$ cat src/rtl/axi_lite_fifo_wr_arbiter.sv
// -----------------------------------------------------------------------------
// axi_lite_fifo_wr_arbiter
//
// Round-robin arbiter plus single-beat AXI4-Lite write master. NUM_REQ local
// requesters share the AXI write port of an async FIFO. The block grants one
// requester at a time and pushes its 32-bit word to FIFO_ADDR. It then hands
// the B response back to that requester.
//
// Optional feature macro: FIFO_STATUS_POLL_EN
//   When defined, the FIFO status register (bit1 = full) is read after each
//   grant. The write is only issued once the FIFO is not full, and the status
//   is re-polled every POLL_GAP cycles while it stays full. When undefined, the
//   AR/R channel outputs are tied to 0, and back-pressure comes only from the
//   slave's AWREADY/WREADY.
//
// Ports
//   clk_axi                    : clock
//   axi_reset_i                : synchronous active-high reset
//   req_i / req_data_i         : per-requester request and data word
//   gnt_o                      : one-hot 1-cycle pulse, data captured
//   done_o / resp_o            : one-hot 1-cycle pulse with BRESP of the write
//   busy_o                     : FSM not idle
//   axi_aw* / axi_w* / axi_b*  : AXI4-Lite write channels
//   axi_ar* / axi_r*           : AXI4-Lite read channels (status polling)
// -----------------------------------------------------------------------------
module axi_lite_fifo_wr_arbiter #(
    parameter int                    NUM_REQ     = 4,
    parameter int                    ADDR_WIDTH  = 4,
    parameter int                    DATA_WIDTH  = 32,
    parameter logic [ADDR_WIDTH-1:0] FIFO_ADDR   = 4'h0,
    parameter logic [ADDR_WIDTH-1:0] STATUS_ADDR = 4'h0,
    parameter int                    POLL_GAP    = 8
) (
    input  logic                          clk_axi,
    input  logic                          axi_reset_i,
    input  logic [NUM_REQ-1:0]            req_i,
    input  logic [NUM_REQ*DATA_WIDTH-1:0] req_data_i,
    output logic [NUM_REQ-1:0]            gnt_o,
    output logic [NUM_REQ-1:0]            done_o,
    output logic [1:0]                    resp_o,
    output logic                          busy_o,
    output logic [ADDR_WIDTH-1:0]         axi_awaddr_o,
    output logic                          axi_awvalid_o,
    input  logic                          axi_awready_i,
    output logic [DATA_WIDTH-1:0]         axi_wdata_o,
    output logic [3:0]                    axi_wstrb_o,
    output logic                          axi_wvalid_o,
    input  logic                          axi_wready_i,
    input  logic [1:0]                    axi_bresp_i,
    input  logic                          axi_bvalid_i,
    output logic                          axi_bready_o,
    output logic [ADDR_WIDTH-1:0]         axi_araddr_o,
    output logic                          axi_arvalid_o,
    input  logic                          axi_arready_i,
    input  logic [DATA_WIDTH-1:0]         axi_rdata_i,
    input  logic [1:0]                    axi_rresp_i,
    input  logic                          axi_rvalid_i,
    output logic                          axi_rready_o
);

    localparam int IDX_W = (NUM_REQ > 1) ? $clog2(NUM_REQ) : 1;
    localparam int SUM_W = IDX_W + 1;
    localparam logic [NUM_REQ-1:0] ONE_HOT_LSB = {{(NUM_REQ-1){1'b0}}, 1'b1};

    typedef enum logic [2:0] {
        ST_IDLE      = 3'd0,
        ST_POLL_AR   = 3'd1,
        ST_POLL_R    = 3'd2,
        ST_POLL_WAIT = 3'd3,
        ST_WRITE     = 3'd4,
        ST_RESP      = 3'd5
    } state_e;

    state_e                  state_q;
    logic [IDX_W-1:0]        rr_ptr_q;
    logic [IDX_W-1:0]        idx_q;
    logic [DATA_WIDTH-1:0]   wdata_q;
    logic [ADDR_WIDTH-1:0]   awaddr_q;
    logic [3:0]              wstrb_q;
    logic                    awvalid_q;
    logic                    wvalid_q;
    logic                    bready_q;
    logic [NUM_REQ-1:0]      gnt_q;
    logic [NUM_REQ-1:0]      done_q;
    logic [1:0]              resp_q;
    logic                    busy_q;

    logic                    any_req_d;
    logic [IDX_W-1:0]        pick_d;
    logic [IDX_W-1:0]        next_ptr_d;
    logic [DATA_WIDTH-1:0]   pick_data_d;
    logic [SUM_W-1:0]        cand_sum_d;
    logic [IDX_W-1:0]        cand_d;

`ifdef FIFO_STATUS_POLL_EN
    logic [ADDR_WIDTH-1:0]   araddr_q;
    logic                    arvalid_q;
    logic                    rready_q;
    logic [7:0]              poll_cnt_q;
`endif

    // Round-robin selection: first asserted request at or after rr_ptr_q, wrapping.
    always_comb begin
        any_req_d   = 1'b0;
        pick_d      = '0;
        cand_sum_d  = '0;
        cand_d      = '0;
        pick_data_d = '0;
        for (int i = 0; i < NUM_REQ; i++) begin
            cand_sum_d = {1'b0, rr_ptr_q} + SUM_W'(i);
            if (cand_sum_d >= SUM_W'(NUM_REQ)) begin
                cand_sum_d = cand_sum_d - SUM_W'(NUM_REQ);
            end else begin
                cand_sum_d = cand_sum_d;
            end
            cand_d = cand_sum_d[IDX_W-1:0];
            if (!any_req_d && req_i[cand_d]) begin
                any_req_d = 1'b1;
                pick_d    = cand_d;
            end else begin
                any_req_d = any_req_d;
            end
        end
        for (int i = 0; i < NUM_REQ; i++) begin
            if (pick_d == IDX_W'(i)) begin
                pick_data_d = req_data_i[i*DATA_WIDTH +: DATA_WIDTH];
            end else begin
                pick_data_d = pick_data_d;
            end
        end
        if (pick_d == IDX_W'(NUM_REQ - 1)) begin
            next_ptr_d = '0;
        end else begin
            next_ptr_d = pick_d + IDX_W'(1);
        end
    end

    // Transaction FSM with all AXI and requester-side outputs registered.
    always_ff @(posedge clk_axi) begin
        if (axi_reset_i) begin
            state_q    <= ST_IDLE;
            rr_ptr_q   <= '0;
            idx_q      <= '0;
            wdata_q    <= '0;
            awaddr_q   <= '0;
            wstrb_q    <= 4'h0;
            awvalid_q  <= 1'b0;
            wvalid_q   <= 1'b0;
            bready_q   <= 1'b0;
            gnt_q      <= '0;
            done_q     <= '0;
            resp_q     <= 2'b00;
            busy_q     <= 1'b0;
`ifdef FIFO_STATUS_POLL_EN
            araddr_q   <= '0;
            arvalid_q  <= 1'b0;
            rready_q   <= 1'b0;
            poll_cnt_q <= 8'd0;
`endif
        end else begin
            // Pulses last exactly one cycle.
            gnt_q  <= '0;
            done_q <= '0;
            resp_q <= 2'b00;
            case (state_q)
                ST_IDLE: begin
                    if (any_req_d) begin
                        idx_q    <= pick_d;
                        wdata_q  <= pick_data_d;
                        awaddr_q <= FIFO_ADDR;
                        wstrb_q  <= 4'hF;
                        gnt_q    <= ONE_HOT_LSB << pick_d;
                        rr_ptr_q <= next_ptr_d;
                        busy_q   <= 1'b1;
`ifdef FIFO_STATUS_POLL_EN
                        araddr_q  <= STATUS_ADDR;
                        arvalid_q <= 1'b1;
                        state_q   <= ST_POLL_AR;
`else
                        awvalid_q <= 1'b1;
                        wvalid_q  <= 1'b1;
                        state_q   <= ST_WRITE;
`endif
                    end
                end
`ifdef FIFO_STATUS_POLL_EN
                ST_POLL_AR: begin
                    if (axi_arready_i) begin
                        arvalid_q <= 1'b0;
                        rready_q  <= 1'b1;
                        state_q   <= ST_POLL_R;
                    end
                end
                ST_POLL_R: begin
                    if (axi_rvalid_i) begin
                        rready_q <= 1'b0;
                        // Only an OKAY read reporting "not full" releases the write.
                        if ((axi_rresp_i == 2'b00) && !axi_rdata_i[1]) begin
                            awvalid_q <= 1'b1;
                            wvalid_q  <= 1'b1;
                            state_q   <= ST_WRITE;
                        end else begin
                            poll_cnt_q <= 8'(POLL_GAP);
                            state_q    <= ST_POLL_WAIT;
                        end
                    end
                end
                ST_POLL_WAIT: begin
                    poll_cnt_q <= poll_cnt_q - 8'd1;
                    // Leaves as the counter reaches 0, giving POLL_GAP idle cycles.
                    if (poll_cnt_q <= 8'd1) begin
                        poll_cnt_q <= 8'd0;
                        arvalid_q  <= 1'b1;
                        state_q    <= ST_POLL_AR;
                    end
                end
`endif
                ST_WRITE: begin
                    if (awvalid_q && axi_awready_i) begin
                        awvalid_q <= 1'b0;
                    end
                    if (wvalid_q && axi_wready_i) begin
                        wvalid_q <= 1'b0;
                    end
                    // Each channel is complete once its valid is low or handshaking now.
                    if ((!awvalid_q || axi_awready_i) && (!wvalid_q || axi_wready_i)) begin
                        bready_q <= 1'b1;
                        state_q  <= ST_RESP;
                    end
                end
                ST_RESP: begin
                    if (axi_bvalid_i) begin
                        bready_q <= 1'b0;
                        done_q   <= ONE_HOT_LSB << idx_q;
                        resp_q   <= axi_bresp_i;
                        busy_q   <= 1'b0;
                        state_q  <= ST_IDLE;
                    end
                end
                default: begin
                    state_q <= ST_IDLE;
                end
            endcase
        end
    end

    assign gnt_o         = gnt_q;
    assign done_o        = done_q;
    assign resp_o        = resp_q;
    assign busy_o        = busy_q;
    assign axi_awaddr_o  = awaddr_q;
    assign axi_awvalid_o = awvalid_q;
    assign axi_wdata_o   = wdata_q;
    assign axi_wstrb_o   = wstrb_q;
    assign axi_wvalid_o  = wvalid_q;
    assign axi_bready_o  = bready_q;

`ifdef FIFO_STATUS_POLL_EN
    assign axi_araddr_o  = araddr_q;
    assign axi_arvalid_o = arvalid_q;
    assign axi_rready_o  = rready_q;
`else
    assign axi_araddr_o  = '0;
    assign axi_arvalid_o = 1'b0;
    assign axi_rready_o  = 1'b0;
`endif

    // Read-channel inputs and poll settings have no sink in every build.
    logic unused_in;
    assign unused_in = ^{axi_arready_i, axi_rdata_i, axi_rresp_i, axi_rvalid_i,
                         STATUS_ADDR, POLL_GAP[7:0]};

endmodule
$ cat config.mk
export PLATFORM = sky130hd
export DESIGN_NAME = axi_lite_fifo_wr_arbiter
export DESIGN_NICKNAME = d
export VERILOG_FILES = /design/src/rtl/axi_lite_fifo_wr_arbiter.sv
export SDC_FILE = /design/constraint.sdc
export NUM_CORES = 1
export LEC_CHECK = 0
export BUFFER_PORTS_ARGS = -buffer_cell sky130_fd_sc_hd__buf_4
export CAP_MARGIN = 20
export CORE_AREA = 2 2 90 92
export CTS_CLUSTER_SIZE = 24
export DETAILED_ROUTE_END_ITERATION = 7
export DIE_AREA = 0 0 92 94
export GPL_ROUTABILITY_DRIVEN = 0
export PLACE_DENSITY = 0.9
export SYNTH_ARGS = -nofsm -noshare
export SYNTH_HDL_FRONTEND = slang
export SYNTH_SLANG_ARGS = --single-unit
$ cat constraint.sdc
create_clock -name clk_axi -period 6.33 [get_ports clk_axi]
set_input_delay 1.266 -clock clk_axi [delete_from_list [all_inputs] [get_ports clk_axi]]
set_output_delay 1.266 -clock clk_axi [all_outputs]
set_load 0.01 [all_outputs]
==> out/qor.yml <==
outcome:
  status: "finished, final reports clean"
logic_synthesis:
  seq_area_frac_synth: 0.316
  synth_area_um2: 3360
  synth-edff-count: 0
  synth_area_leaders: "dfxtp_1 32%, a211oi_2 9.7%, a221oi_1 8.3%"
  async_reset_ff_frac: 0
  synth.avg_cell_area_um2: 8.46
  synth-xor-area-share: 0
  postSynthRegisterBits: 53
  synth_top_family_by_area: "compound AO/OA/AOI/OAI gates"
  ys_types: 38
  ys_warn_count: 0
  synth.area.mux_share: 0
  synth_fa_ha_area_frac: 0.0149
  netlist.area_leader.share: 0.316
  syn-instance-count: 397
  synthSimpleGateAreaFrac: 0.267
  ys.flop_type: "dfxtp_1"
  synth_compound_area_frac: 0.282
  yosysTopAreaCell: "dfxtp_1"
floorplanning:
  coreArea_um2: 7610
  die_h_um: 94
  die_w_um: 92
  dieArea_um2: 8650
  num_rows: 32
  initial_core_util: 0.442
  ios: 235
detailed_routing:
  routed_wl_um: 9830
  postRouteAntennaNets: 0
  post-route-drc-count: 0
  drt-initial-drc-count: 147
  drt_first_pass_iters: 4
  vias_per_cell: 5.40
  routedWlPerCell_um: 14.9
  via_count: 3559
timing:
  setup_viol: 0
  drv_slew: 0
  hold_violations: 0
  slew_headroom: 0.327
  worst_pin_slew_ns: 1.01
  rsz0062_at_grt: "false"
  finClkSkew_ns: 0.00858
  min_period_ns: 3.62
  timing.setup.tns_ns: 0
  max_freq_mhz: 276
  fin_crit_sh: 0.572
grt:
  grt_overflow_total: 0
  grt_max_degree: 65
  grt_usage: 0.217
  grt_pass1_vias: 3396
  grt_pass1_wl_um: 15300
  antenna_found_initial: 0
setup_path:
  end_kind: "flop"
  worst_setup_path_start_kind: "input port"
  r2r_start: "rr_ptr_q[1]"
  crit_type: "in2reg"
  ff2ff_setup_slack_ns: 3.42
  rr_endpoint: "axi_wdata_o[14]"
  cp.required_ns: 6.57
  cp.arrival_ns: 3.86
  reg2reg_depth: 7
  cp_max_fo: 64
clock_tree:
  cts_root_buffer: "clkbuf_8"
  cts_buffers: 5
  cts_tree: "yes"
  cts_resized: 0
  clkLatencyLatePin_ns: 0.31
  cts_setup_buffers: 0
  cts.reportedPaths.clkPinSlew_ns: 0.10
  htreeDepth: 2
  cts_buffer_depth: 2
  clock_sinks: 53
  hold_buffers: 0
finish:
  antenna_cells: 0
  final_nets: 735
  synthToLayoutAreaGrowth_pct: 43.2
  post_route_cells_drive_above_1_share: 0.470
  postLayoutCellArea_um2: 4810
placed_design:
  dp_hpwl_um: 7200
  io_buffer_count: 188
  placement.cell_area_um2: 4700
hold_path:
  hold_depth: 2
  min_to: "done_o[1]"
  min_from: "idx_q[0]"
  hold_class: "reg2reg"
power_and_ir_drop:
  leakage_nw: 2.14
  powerDensity_nw_per_um2: 235
  vdd_drop_max_mv: 0.0958
  power_mw: 1.13
job:
  max_cap_viol_count: 0
metal layers:
layer  vias to the layer above  wire, µm  global-route usage
met5                         -         0                   0
met4                         0       148              0.0746
met3                        16       717              0.0498
met2                       168      5160               0.418
met1                      1652      3800               0.232
li1                       1723         -                   -
placed cells by master, fill, tap and decap left out, types with 2 or more instances in the layout:
cell,n
a21o_1,2
nor3_1,6
a211oi_2,26
nor2b_1,3
ha_2,3
nor3_2,26
and2_1,2
nor4_1,2
dfxtp_1,53
o21ai_1,3
a221oi_1,32
nand2b_1,3
nand3b_1,35
a211oi_1,8
clkinvlp_4,2
clkbuf_8,5
buf_4,191
inv_1,35
a21oi_1,42
conb_1,10
nand2_1,7
nor2_1,44
synthesized netlist by cell type, types with 2 or more instances:
library cell and count:
a211oi_2 26, buf_2 3, nor2b_1 3, nand2b_1 3, nand3b_1 35, and2_1 2, buf_6 4, buf_4 13
dfxtp_1 53, ha_1 4, nor3_1 6, a21o_1 2, nor3_2 26, a211oi_1 8, nor4_1 2, a221oi_1 32
clkbuf_1 26, nand2_1 7, buf_1 3, nor2_1 44, a21oi_1 42, o21ai_1 3, inv_1 35
flip-flops by register name (all words and copies together), names as in the netlist:
signal         flops
rr_ptr_q           2
idx_q              2
state_q            2
done_o             4
axi_wstrb_o        1
axi_wdata_o       32
busy_o             1
axi_wvalid_o       1
axi_awvalid_o      1
gnt_o              4
resp_o             2
axi_bready_o       1
cell type report:
| cell class | instances | area [µm²] |
|---|---|---|
| clock buffer | 5 | 68.8 |
| clock inverter | 3 | 26.3 |
| fill | 649 | 2800 |
| inverter | 36 | 135 |
| multi-input combinational | 268 | 1940 |
| sequential | 53 | 1060 |
| tap | 102 | 128 |
| timing repair buffer | 192 | 1450 |
worst max-delay path by stage:
stage,startpoint,to
floorplan,req_i[2],axi_wdata_o[10]
global placement,req_i[2],axi_wdata_o[6]
detailed placement,req_i[1],axi_wdata_o[13]
CTS,req_i[1],axi_wdata_o[14]
global route,req_i[1],axi_wdata_o[2]
finish,req_i[1],axi_wdata_o[14]
per-stage QoR:
stage               cells  utilization  setup WS (ns)  hold WS [ns]
floorplan             406            -           3.18         0.429
CTS                   658        0.630           2.72         0.484
finish                659        0.633           2.71         0.489
global route          659        0.633           2.42         0.512
global placement      650        0.617           2.49         0.450
detailed placement    650        0.617           2.40         0.466
cells by family after synthesis:
| logic type | count (synthesis) |
|---|---|
| AOI/OAI and AO/OA | 117 |
| adders and majority gates | 4 |
| and+or+nand+nor | 137 |
| DFF | 53 |
| other | 1 |
| buffers and inverters | 85 |
critical path, cell delays in order:
cell      delay (ns)
buf_4           0.12
nand2b_1        0.13
a21oi_1         0.05
o32ai_2         0.48
ha_2            0.96
a21oi_1         0.14
a221oi_1        0.43
a211oi_2        0.08
nor3_2          0.19
power breakdown:
| part | total (mW) | internal, mW | switching (mW) |
|---|---|---|---|
| combinational | 0.530 | 0.251 | 0.279 |
| sequential | 0.402 | 0.376 | 0.0262 |
| clock | 0.201 | 0.0807 | 0.121 |
(Power assumes the default switching activity.)
